==> src/rtl/spi_pkg.sv <==
// Shared SPI link definitions: peripheral FSM encoding and the default
// word lengths used by both the controller and the peripheral ends.
package spi_pkg;

    typedef enum logic [2:0] {
        IDLE,
        RX,
        LOAD,
        TX,
        TRAIL
    } spi_periph_state_t;

    localparam int SPI_LENGTH_SEND     = 8;
    localparam int SPI_LENGTH_RECIEVED = 8;

endpackage

==> src/rtl/spi_sync_edge.sv <==
// Multi-flop synchroniser for one asynchronous input, with rise/fall
// detection on the synchronised value. The reset value lets idle-high
// lines (SCK, CS) come out of reset without a spurious edge.
module spi_sync_edge #(
    parameter int   SYNC_STAGES = 2,
    parameter logic RESET_VALUE = 1'b0
) (
    input  logic clk,
    input  logic rst,
    input  logic din,
    output logic level,
    output logic rise,
    output logic fall
);

    logic [SYNC_STAGES-1:0] sync_reg;
    logic                   prev_reg;

    // Shift the raw input through the synchroniser and keep the previous synced value
    always_ff @(posedge clk or negedge rst) begin
        if (!rst) begin
            sync_reg <= {SYNC_STAGES{RESET_VALUE}};
            prev_reg <= RESET_VALUE;
        end else begin
            sync_reg <= (sync_reg << 1) | SYNC_STAGES'(din);
            prev_reg <= sync_reg[SYNC_STAGES-1];
        end
    end

    assign level = sync_reg[SYNC_STAGES-1];
    assign rise  = level & ~prev_reg;
    assign fall  = ~level & prev_reg;

endmodule

==> src/rtl/spi_peripheral.sv <==
// SPI responder for one chip-select line. SCK/COPI/CS are oversampled on
// clk; the request word is shifted in LSB first on SCK rises, then the
// response word is shifted out LSB first, changing CIPO on SCK falls.
module spi_peripheral
    import spi_pkg::*;
#(
    parameter int LENGTH_SEND     = SPI_LENGTH_SEND,
    parameter int LENGTH_RECIEVED = SPI_LENGTH_RECIEVED,
    parameter int LENGTH_COUNT    = 4,
    parameter int SYNC_STAGES     = 2,
    parameter int IDLE_TIMEOUT    = 16
) (
    input  logic                       clk,
    input  logic                       rst,
    input  logic                       SCK,
    input  logic                       COPI,
    input  logic                       CS,
    output logic                       CIPO,
    output logic                       CIPO_oe,
    output logic [LENGTH_SEND-1:0]     rx_data,
    output logic                       rx_valid,
    input  logic [LENGTH_RECIEVED-1:0] tx_data,
    output logic                       busy,
    output logic                       frame_error
);

    localparam int IDLE_W = $clog2(IDLE_TIMEOUT + 1);

    localparam logic [LENGTH_COUNT-1:0] LAST_RX   = LENGTH_COUNT'(LENGTH_SEND - 1);
    localparam logic [LENGTH_COUNT-1:0] LAST_TX   = LENGTH_COUNT'(LENGTH_RECIEVED - 1);
    localparam logic [IDLE_W-1:0]       LAST_IDLE = IDLE_W'(IDLE_TIMEOUT - 1);

    logic sck_sync, sck_rise, sck_fall;
    logic cs_sync, cs_rise_unused, cs_fall_unused;
    logic copi_sync, copi_rise_unused, copi_fall_unused;

    spi_periph_state_t          state_reg;
    logic [LENGTH_COUNT-1:0]    bit_cnt_reg;
    logic [LENGTH_COUNT-1:0]    bit_cnt_next;
    logic [IDLE_W-1:0]          idle_cnt_reg;
    logic [LENGTH_SEND-1:0]     rx_shift_reg;
    logic [LENGTH_SEND-1:0]     rx_shift_next;
    logic [LENGTH_RECIEVED-1:0] tx_shift_reg;
    logic [LENGTH_RECIEVED-1:0] tx_shift_next;

    spi_sync_edge #(.SYNC_STAGES(SYNC_STAGES), .RESET_VALUE(1'b1)) u_sync_sck (
        .clk(clk), .rst(rst), .din(SCK),
        .level(sck_sync), .rise(sck_rise), .fall(sck_fall)
    );

    // CS is acted on as a level: a release that lands during LOAD must
    // still abort in TX, which a one-cycle edge pulse would miss.
    spi_sync_edge #(.SYNC_STAGES(SYNC_STAGES), .RESET_VALUE(1'b1)) u_sync_cs (
        .clk(clk), .rst(rst), .din(CS),
        .level(cs_sync), .rise(cs_rise_unused), .fall(cs_fall_unused)
    );

    // COPI is only sampled on SCK rises, so its own edges are irrelevant.
    spi_sync_edge #(.SYNC_STAGES(SYNC_STAGES), .RESET_VALUE(1'b0)) u_sync_copi (
        .clk(clk), .rst(rst), .din(COPI),
        .level(copi_sync), .rise(copi_rise_unused), .fall(copi_fall_unused)
    );

    // Saturating bit count and the next shift-register images
    always_comb begin
        bit_cnt_next  = (bit_cnt_reg == '1) ? bit_cnt_reg : bit_cnt_reg + LENGTH_COUNT'(1);
        rx_shift_next = {copi_sync, rx_shift_reg[LENGTH_SEND-1:1]};
        tx_shift_next = tx_shift_reg >> 1;
    end

    // Frame FSM with all outputs registered
    always_ff @(posedge clk or negedge rst) begin
        if (!rst) begin
            state_reg    <= IDLE;
            bit_cnt_reg  <= '0;
            idle_cnt_reg <= '0;
            rx_shift_reg <= '0;
            tx_shift_reg <= '0;
            CIPO         <= 1'b0;
            CIPO_oe      <= 1'b0;
            rx_data      <= '0;
            rx_valid     <= 1'b0;
            busy         <= 1'b0;
            frame_error  <= 1'b0;
        end else begin
            rx_valid    <= 1'b0;
            frame_error <= 1'b0;
            case (state_reg)
                IDLE: begin
                    CIPO         <= 1'b0;
                    CIPO_oe      <= 1'b0;
                    bit_cnt_reg  <= '0;
                    idle_cnt_reg <= '0;
                    if (!cs_sync) begin
                        state_reg <= RX;
                        busy      <= 1'b1;
                    end
                end
                RX: begin
                    if (cs_sync) begin
                        state_reg   <= IDLE;
                        busy        <= 1'b0;
                        frame_error <= 1'b1;
                        CIPO        <= 1'b0;
                        CIPO_oe     <= 1'b0;
                    end else if (sck_rise) begin
                        rx_shift_reg <= rx_shift_next;
                        bit_cnt_reg  <= bit_cnt_next;
                        if (bit_cnt_reg == LAST_RX) begin
                            // rx_valid is high during LOAD, the cycle tx_data is taken
                            rx_data   <= rx_shift_next;
                            rx_valid  <= 1'b1;
                            state_reg <= LOAD;
                        end
                    end
                end
                LOAD: begin
                    tx_shift_reg <= tx_data;
                    CIPO         <= tx_data[0];
                    CIPO_oe      <= 1'b1;
                    bit_cnt_reg  <= '0;
                    state_reg    <= TX;
                end
                TX: begin
                    if (cs_sync) begin
                        state_reg   <= IDLE;
                        busy        <= 1'b0;
                        frame_error <= 1'b1;
                        CIPO        <= 1'b0;
                        CIPO_oe     <= 1'b0;
                    end else if (sck_rise) begin
                        bit_cnt_reg <= bit_cnt_next;
                        if (bit_cnt_reg == LAST_TX) begin
                            state_reg    <= TRAIL;
                            CIPO         <= 1'b0;
                            CIPO_oe      <= 1'b0;
                            idle_cnt_reg <= '0;
                        end
                    end else if (sck_fall && (bit_cnt_reg != '0)) begin
                        // A zero count means no TX rise yet: that fall closed the RX phase
                        tx_shift_reg <= tx_shift_next;
                        CIPO         <= tx_shift_next[0];
                    end
                end
                TRAIL: begin
                    if (cs_sync || (sck_sync && (idle_cnt_reg == LAST_IDLE))) begin
                        state_reg <= IDLE;
                        busy      <= 1'b0;
                    end else if (sck_sync) begin
                        idle_cnt_reg <= idle_cnt_reg + IDLE_W'(1);
                    end else begin
                        idle_cnt_reg <= '0;
                    end
                end
                default: begin
                    state_reg <= IDLE;
                    busy      <= 1'b0;
                end
            endcase
        end
    end

endmodule

==> config.mk <==
export PLATFORM = sky130hd
export DESIGN_NAME = spi_peripheral
export DESIGN_NICKNAME = d
export VERILOG_FILES = /design/src/rtl/spi_pkg.sv /design/src/rtl/spi_sync_edge.sv /design/src/rtl/spi_peripheral.sv
export SDC_FILE = /design/constraint.sdc
export NUM_CORES = 1
export LEC_CHECK = 0
export ABC_AREA = 1
export BUFFER_PORTS_ARGS = -buffer_cell sky130_fd_sc_hd__buf_2
export CORE_UTILIZATION = 57
export DETAILED_ROUTE_END_ITERATION = 10
export PLACE_DENSITY_LB_ADDON = 0.2
export SLEW_MARGIN = 0
export SYNTH_ARGS = -nofsm -noshare
export SYNTH_HDL_FRONTEND = slang
export SYNTH_SLANG_ARGS = --single-unit
==> constraint.sdc <==
create_clock -name clk -period 2.1 [get_ports clk]
set_clock_uncertainty 0.2 [all_clocks]
set_input_delay 0.525 -clock clk [delete_from_list [all_inputs] [get_ports clk]]
set_output_delay 0.525 -clock clk [all_outputs]
set_load 0.005 [all_outputs]
### Word-level counts from Yosys, hierarchy flattened

Cells that the tools add are included.

* bits in registers: 48
* output and inout bits: 13
* logic and storage cells: 113

* add/sub/neg operators: 2
* equal/unequal tests: 26
* multiplexer cells: 41
* bitwise operators: 9
* reductions and logical operators: 20

Operators with widths (number)
* two-way mux 5 bit: 5
* two-way mux 3 bit: 8
* two-way mux 8 bit: 3
* AND reduction 4 bit: 6
* inequality test 2 bit (second input constant): 10
* one-hot mux 8 bit (2 select lines): 1
* two-way mux 1 bit: 15
* one-hot mux 3 bit (5 select lines): 1
* one-hot mux 5 bit (3 select lines): 1
* two-way mux 4 bit: 3
* inequality test 3 x 2 -> 1 bit (second input constant): 4
* one-hot mux 1 bit (4 select lines): 3
* inequality test 4 x 3 -> 1 bit (second input constant): 2
* one-hot mux 4 bit (2 select lines): 1
* nonzero test 4 bit: 2
* equality test 3 x 2 -> 1 bit (second input constant): 2
* inequality test 2 x 1 -> 1 bit (second input constant): 3
* bitwise OR 2 x 1 -> 2 bit: 3
* AND reduction 6 bit: 1
* adder 5 x 1 -> 5 bit (second input constant): 1
* equality test 5 x 4 -> 1 bit (second input constant): 1
* AND reduction 5 bit: 1
* adder 4 x 1 -> 4 bit (second input constant): 1
* equality test 4 x 3 -> 1 bit (second input constant): 1
* other kinds (12): 19

### Logic depth before layout (Yosys ltp)

* depth after elaboration: 7
* mapped depth: 11

### Modules after synthesis

A second synthesis with hierarchy kept.

* cells, all modules: 280
* area total of the unflattened synthesis: 2260.9 µm²

Modules (own cells, without submodules)
* spi_peripheral: times used 1, cells an instance 259, area an instance 1983.2 µm², sequential area each 975.9 µm²
* spi_sync_edge (u_sync_cs ...): times used 2, cells an instance 7, area an instance 93.8 µm², sequential area each 78.8 µm²
* spi_sync_edge (u_sync_copi): times used 1, cells an instance 7, area an instance 90.1 µm², sequential area each 75.1 µm²

### Least setup slack after synthesis

No wires, ideal clock.

* kind: register to register
* from: reg idle_cnt_reg[0]
* to: reg idle_cnt_reg[2]
* library setup time: 117 ps
* data arrival time: 1328 ps
* data required time: 1783 ps
* setup slack: 455 ps
* stages on the path, launching flop included: 11
* buffers on the path: 0
* path through: dfrtp_1 ha_1 nand2_1 nor2_1 ha_1 nand2_1 nand2_1 nand2_1 nand3_2 nand2_1 nand2_1

* word-level cells in the longest chain between the ends: 5
* elaborated cells between the ends (all ways): 9

Ends and longest elaborated chain
* start: declaration: line spi_peripheral.sv:40 `logic [IDLE_W-1:0] idle_cnt_reg;`
* start signal: assignment: line spi_peripheral.sv:150 `idle_cnt_reg <= idle_cnt_reg + IDLE_W'(1);`
* branches (longest 5 deep; another with adder 5 x 1 -> 5 bit)

Several ways; the timed one is not identified. The select of a mux whose other input is x is not followed.
A chain may end at the register's enable or synchronous reset.

### Worst setup path in the final report

* from: reg idle_cnt_reg[0]
* to: reg idle_cnt_reg[1]

Same word-level chain as after synthesis.

==> results.json <==
{
  "outcome": "completed",
  "vias_in_the_first_global_route": 1653,
  "worstSetupPathType": "register to register",
  "number_of_levels_the_h_tree_was_split_into": 2,
  "start_kind": "register",
  "cts.root.buffer_cell": "sky130_fd_sc_hd__clkbuf_8",
  "port_buffers": 25,
  "placementRows": 22,
  "cts.sink_count": 46,
  "post-dp-hpwl_um": 2860,
  "preCtsSetupSlack_ps": 329,
  "via_per_inst": 5.05,
  "netlist-cell-type-count": 30,
  "grt_pass1_wl_um": 7080,
  "critPathBufInv": 0,
  "path_max_fanout": 5,
  "dpl-instance-area_um2": 2380,
  "synthesis.area_um2": 2230,
  "setup_ws_ps": 286,
  "fillerInstances": 310,
  "stdcell_count": 337,
  "power_density_nw_per_um2": 1060,
  "finalHoldViolCount": 0,
  "synth_top_cells_by_area": "sky130_fd_sc_hd__dfrtp_1 46%, sky130_fd_sc_hd__nand2_1 15%, sky130_fd_sc_hd__dfstp_2 5.9%",
  "setup_viol": 0,
  "antenna-diode-count": 0,
  "placed_cells_incl_taps": 328,
  "clock_tree.buffer_depth": 2,
  "initial_utilization_pct": 59.9,
  "yosysWarningCount": 0,
  "track_usage_pct": 22.3,
  "floorplan.io_pins": 26,
  "areaGrowthSynthToFinish_pct": 12.4,
  "crit_path_frequent_cell": "sky130_fd_sc_hd__nand2_1",
  "area_of_combinational_cells_with_multiple_inputs_um2": 910,
  "share_of_final_layout_standard_cells_stronger_than_drive_strength_1_pct": 22.8,
  "worstSkewPairLatency_ps": 290,
  "die_area_um2": 4160,
  "critical_path_required_ps": 2090,
  "maxClockFrequency_mhz": 551,
  "portion_of_the_clock_cycle_consumed_by_the_worst_path_in_the_final_layout_pct": 86.4,
  "timing.critical_path.cells": "ha_1 -> nand2_1 -> nor2_1 -> ha_1 -> nand2_1 -> nand2_1 -> nand2_1 -> nand3_2 -> nand2_1 -> nand2_1",
  "drcViolationCount": 0,
  "dieHeight_um": 64.5,
  "grt_max_degree": 30,
  "postRouteAntennaNets": 0,
  "worstHoldPathType": "input port to register",
  "relSlewSlack_pct": 66.7,
  "global_route.overflow_total": 0,
  "placeableCoreArea_um2": 3720,
  "nNetsFinal": 305,
  "syn_nets": 277,
  "postRouteWirelength_um": 3810,
  "route.detailed.wl_per_inst_um": 11.3,
  "worst_ir_drop_vdd_mv": 0.626,
  "critPathMaxStageDelay_ps": 430,
  "synth_area_per_cell_um2": 8.56,
  "drt_first_iter_violations": 116,
  "gp_routability_congestion": 0.879,
  "cts_tree": "yes",
  "cpMaxStageDelayCell": "sky130_fd_sc_hd__dfrtp_1",
  "fin_tns_setup_ps": 0,
  "final_period_minus_worst_setup_slack_ps": 1810,
  "maxCapViolCount": 0,
  "postCtsSetupBuffers": 0,
  "timing.final.max_slew_violations": 0,
  "via_count": 1702,
  "antenna_violations_before_repair": 0,
  "synth_largest_type_area_fraction_pct": 46.1,
  "fp.dieW_um": 64.5,
  "cts_buffers": 5,
  "post_cts_resize_count": 0,
  "worstPathArrival_ps": 1800,
  "synth.ff_latch_count": 46,
  "setup_repair_after_global_routing_missed_its_margin": "false",
  "cts_hold_repair.buffers": 1,
  "ys_seq_area_share_pct": 52.0,
  "cp_top_family": "simple AND/OR/NAND/NOR gates",
  "synth_largest_area_cell": "sky130_fd_sc_hd__dfrtp_1",
  "finish.instance_area_um2": 2500,
  "register_area_um2": 1160,
  "largest_reg_flops": 8,
  "leakagePower_nw": 1.27,
  "max_slew.worst_pin.slew_ps": 500,
  "clock_transition_at_the_register_clock_pins_on_the_worst_setup_and_hold_paths_after_cts_ps": 80,
  "worst_setup_path_end_kind": "register",
  "detailedRoute.firstPassIterationCount": 5,
  "syn_inst": 260,
  "design_power_total_mw": 2.66
}
area by class of cell:
type | count | share of cell area (%)
clock buffer | 6 | 2.90
clock inverter | 2 | 1.50
inverter | 29 | 4.35
multi-input combinational | 179 | 36.4
sequential | 46 | 46.3
tap | 48 | 2.40
timing repair buffer | 27 | 6.20
per-stage QoR:
step	hold WS [ps]	utilization [%]
CTS	114	67.3
finish	121	67.3
floorplan	29.4	-
global route	101	67.3
global placement	133	64.1
detailed placement	146	64.1
final timing paths:
check                                                        from                           endpoint  slack, ps  cells past startpoint
worst min register to register  u_sync_copi.sync_reg[0]$_DFF_PN0_  u_sync_copi.sync_reg[1]$_DFF_PN0_        160                      0
worst max register to register        idle_cnt_reg[0]$_DFFE_PN0P_        idle_cnt_reg[1]$_DFFE_PN0P_        290                     10
max in group asynchronous                                     rst    u_sync_cs.sync_reg[0]$_DFF_PN1_        650                      3
worst max-delay path                  idle_cnt_reg[0]$_DFFE_PN0P_        idle_cnt_reg[1]$_DFFE_PN0P_        290                     10
min in group asynchronous                                     rst         bit_cnt_reg[2]$_DFFE_PN0P_        490                      2
worst min-delay path                                           CS    u_sync_cs.sync_reg[0]$_DFF_PN1_        120                      1
cell usage in the layout, fill, tap and decap left out:
cell	synthesis	final
sky130_fd_sc_hd__nor3_2	1	1
sky130_fd_sc_hd__nand3_4	1	1
sky130_fd_sc_hd__bufinv_16	0	1
sky130_fd_sc_hd__inv_1	21	21
sky130_fd_sc_hd__a21oi_1	2	2
sky130_fd_sc_hd__nand2_4	1	1
sky130_fd_sc_hd__nor2_1	15	15
sky130_fd_sc_hd__inv_2	7	7
sky130_fd_sc_hd__xor2_1	1	1
sky130_fd_sc_hd__nand2_1	86	86
sky130_fd_sc_hd__clkinv_1	1	1
sky130_fd_sc_hd__clkbuf_8	0	5
sky130_fd_sc_hd__dlygate4sd3_1	0	1
sky130_fd_sc_hd__ha_1	4	4
sky130_fd_sc_hd__nor2_2	2	2
sky130_fd_sc_hd__nor2_8	1	1
sky130_fd_sc_hd__clkinvlp_4	0	1
sky130_fd_sc_hd__a21boi_1	1	1
sky130_fd_sc_hd__dfrtp_1	41	41
sky130_fd_sc_hd__nand3_1	17	17
sky130_fd_sc_hd__o21ai_0	3	3
sky130_fd_sc_hd__o21ai_2	7	7
sky130_fd_sc_hd__dfstp_2	5	5
sky130_fd_sc_hd__buf_12	0	1
sky130_fd_sc_hd__nand3b_1	1	1
sky130_fd_sc_hd__o21ai_1	21	21
sky130_fd_sc_hd__nor2_4	3	3
sky130_fd_sc_hd__nor3_1	3	3
sky130_fd_sc_hd__clkbuf_1	0	1
sky130_fd_sc_hd__nand2_2	3	3
sky130_fd_sc_hd__or2_2	1	1
sky130_fd_sc_hd__nand3_2	1	1
sky130_fd_sc_hd__buf_2	1	25
sky130_fd_sc_hd__nand4_1	4	4
where the power goes:
part | internal, mW | switching [mW] | leakage [nW]
combinational | 0.275 | 0.534 | 0.625
sequential | 1.08 | 0.129 | 0.597
clock | 0.355 | 0.285 | 0.0514
total | 1.71 | 0.947 | 1.27
per-layer routing:
metal	vias up	routed length, µm	global-route usage (%)	share of wire (%)
li1	884	-	-	-
met1	783	1770	28.9	46
met2	26	1840	36.2	48
met3	9	143	6.69	3.7
met4	0	53	6.67	1.4
met5	-	0	0	0
worst reg2reg max path, delay by kind of cell, from the launching register on:
kind,cells,cell delay (ps)
and+or+nand+nor,8,680
adders and majority gates,2,390
DFF,1,430
synthesized netlist by cell type:
library cell and count:
sky130_fd_sc_hd__o21ai_1 21, sky130_fd_sc_hd__xor2_1 1, sky130_fd_sc_hd__dfrtp_1 41, sky130_fd_sc_hd__nor2_4 3
sky130_fd_sc_hd__dfstp_2 5, sky130_fd_sc_hd__a21boi_1 1, sky130_fd_sc_hd__buf_4 3, sky130_fd_sc_hd__nor2_1 15
sky130_fd_sc_hd__nand3_4 1, sky130_fd_sc_hd__a21oi_1 2, sky130_fd_sc_hd__nor2_2 2, sky130_fd_sc_hd__nand2_1 86
sky130_fd_sc_hd__buf_2 1, sky130_fd_sc_hd__nand2_4 1, sky130_fd_sc_hd__or2_2 1, sky130_fd_sc_hd__clkinv_1 1
sky130_fd_sc_hd__nand3_1 17, sky130_fd_sc_hd__ha_1 4, sky130_fd_sc_hd__inv_2 7, sky130_fd_sc_hd__nor3_2 1
sky130_fd_sc_hd__nor3_1 3, sky130_fd_sc_hd__o21ai_2 7, sky130_fd_sc_hd__nand4_1 4, sky130_fd_sc_hd__nand3_2 1
sky130_fd_sc_hd__nand3b_1 1, sky130_fd_sc_hd__nor2_8 1, sky130_fd_sc_hd__buf_6 2, sky130_fd_sc_hd__nand2_2 3
sky130_fd_sc_hd__inv_1 21, sky130_fd_sc_hd__o21ai_0 3
cell families (layout without fill, tap and decap cells):
group,after synthesis,after routing,synth area share (%)
flops,46,46,52.0
xor+xnor,1,1,0.394
buf+inv,35,64,7.14
fa+ha+maj,4,4,2.25
compound gates,34,34,8.94
simple gates,140,140,29.3
(Power assumes the default switching activity.)
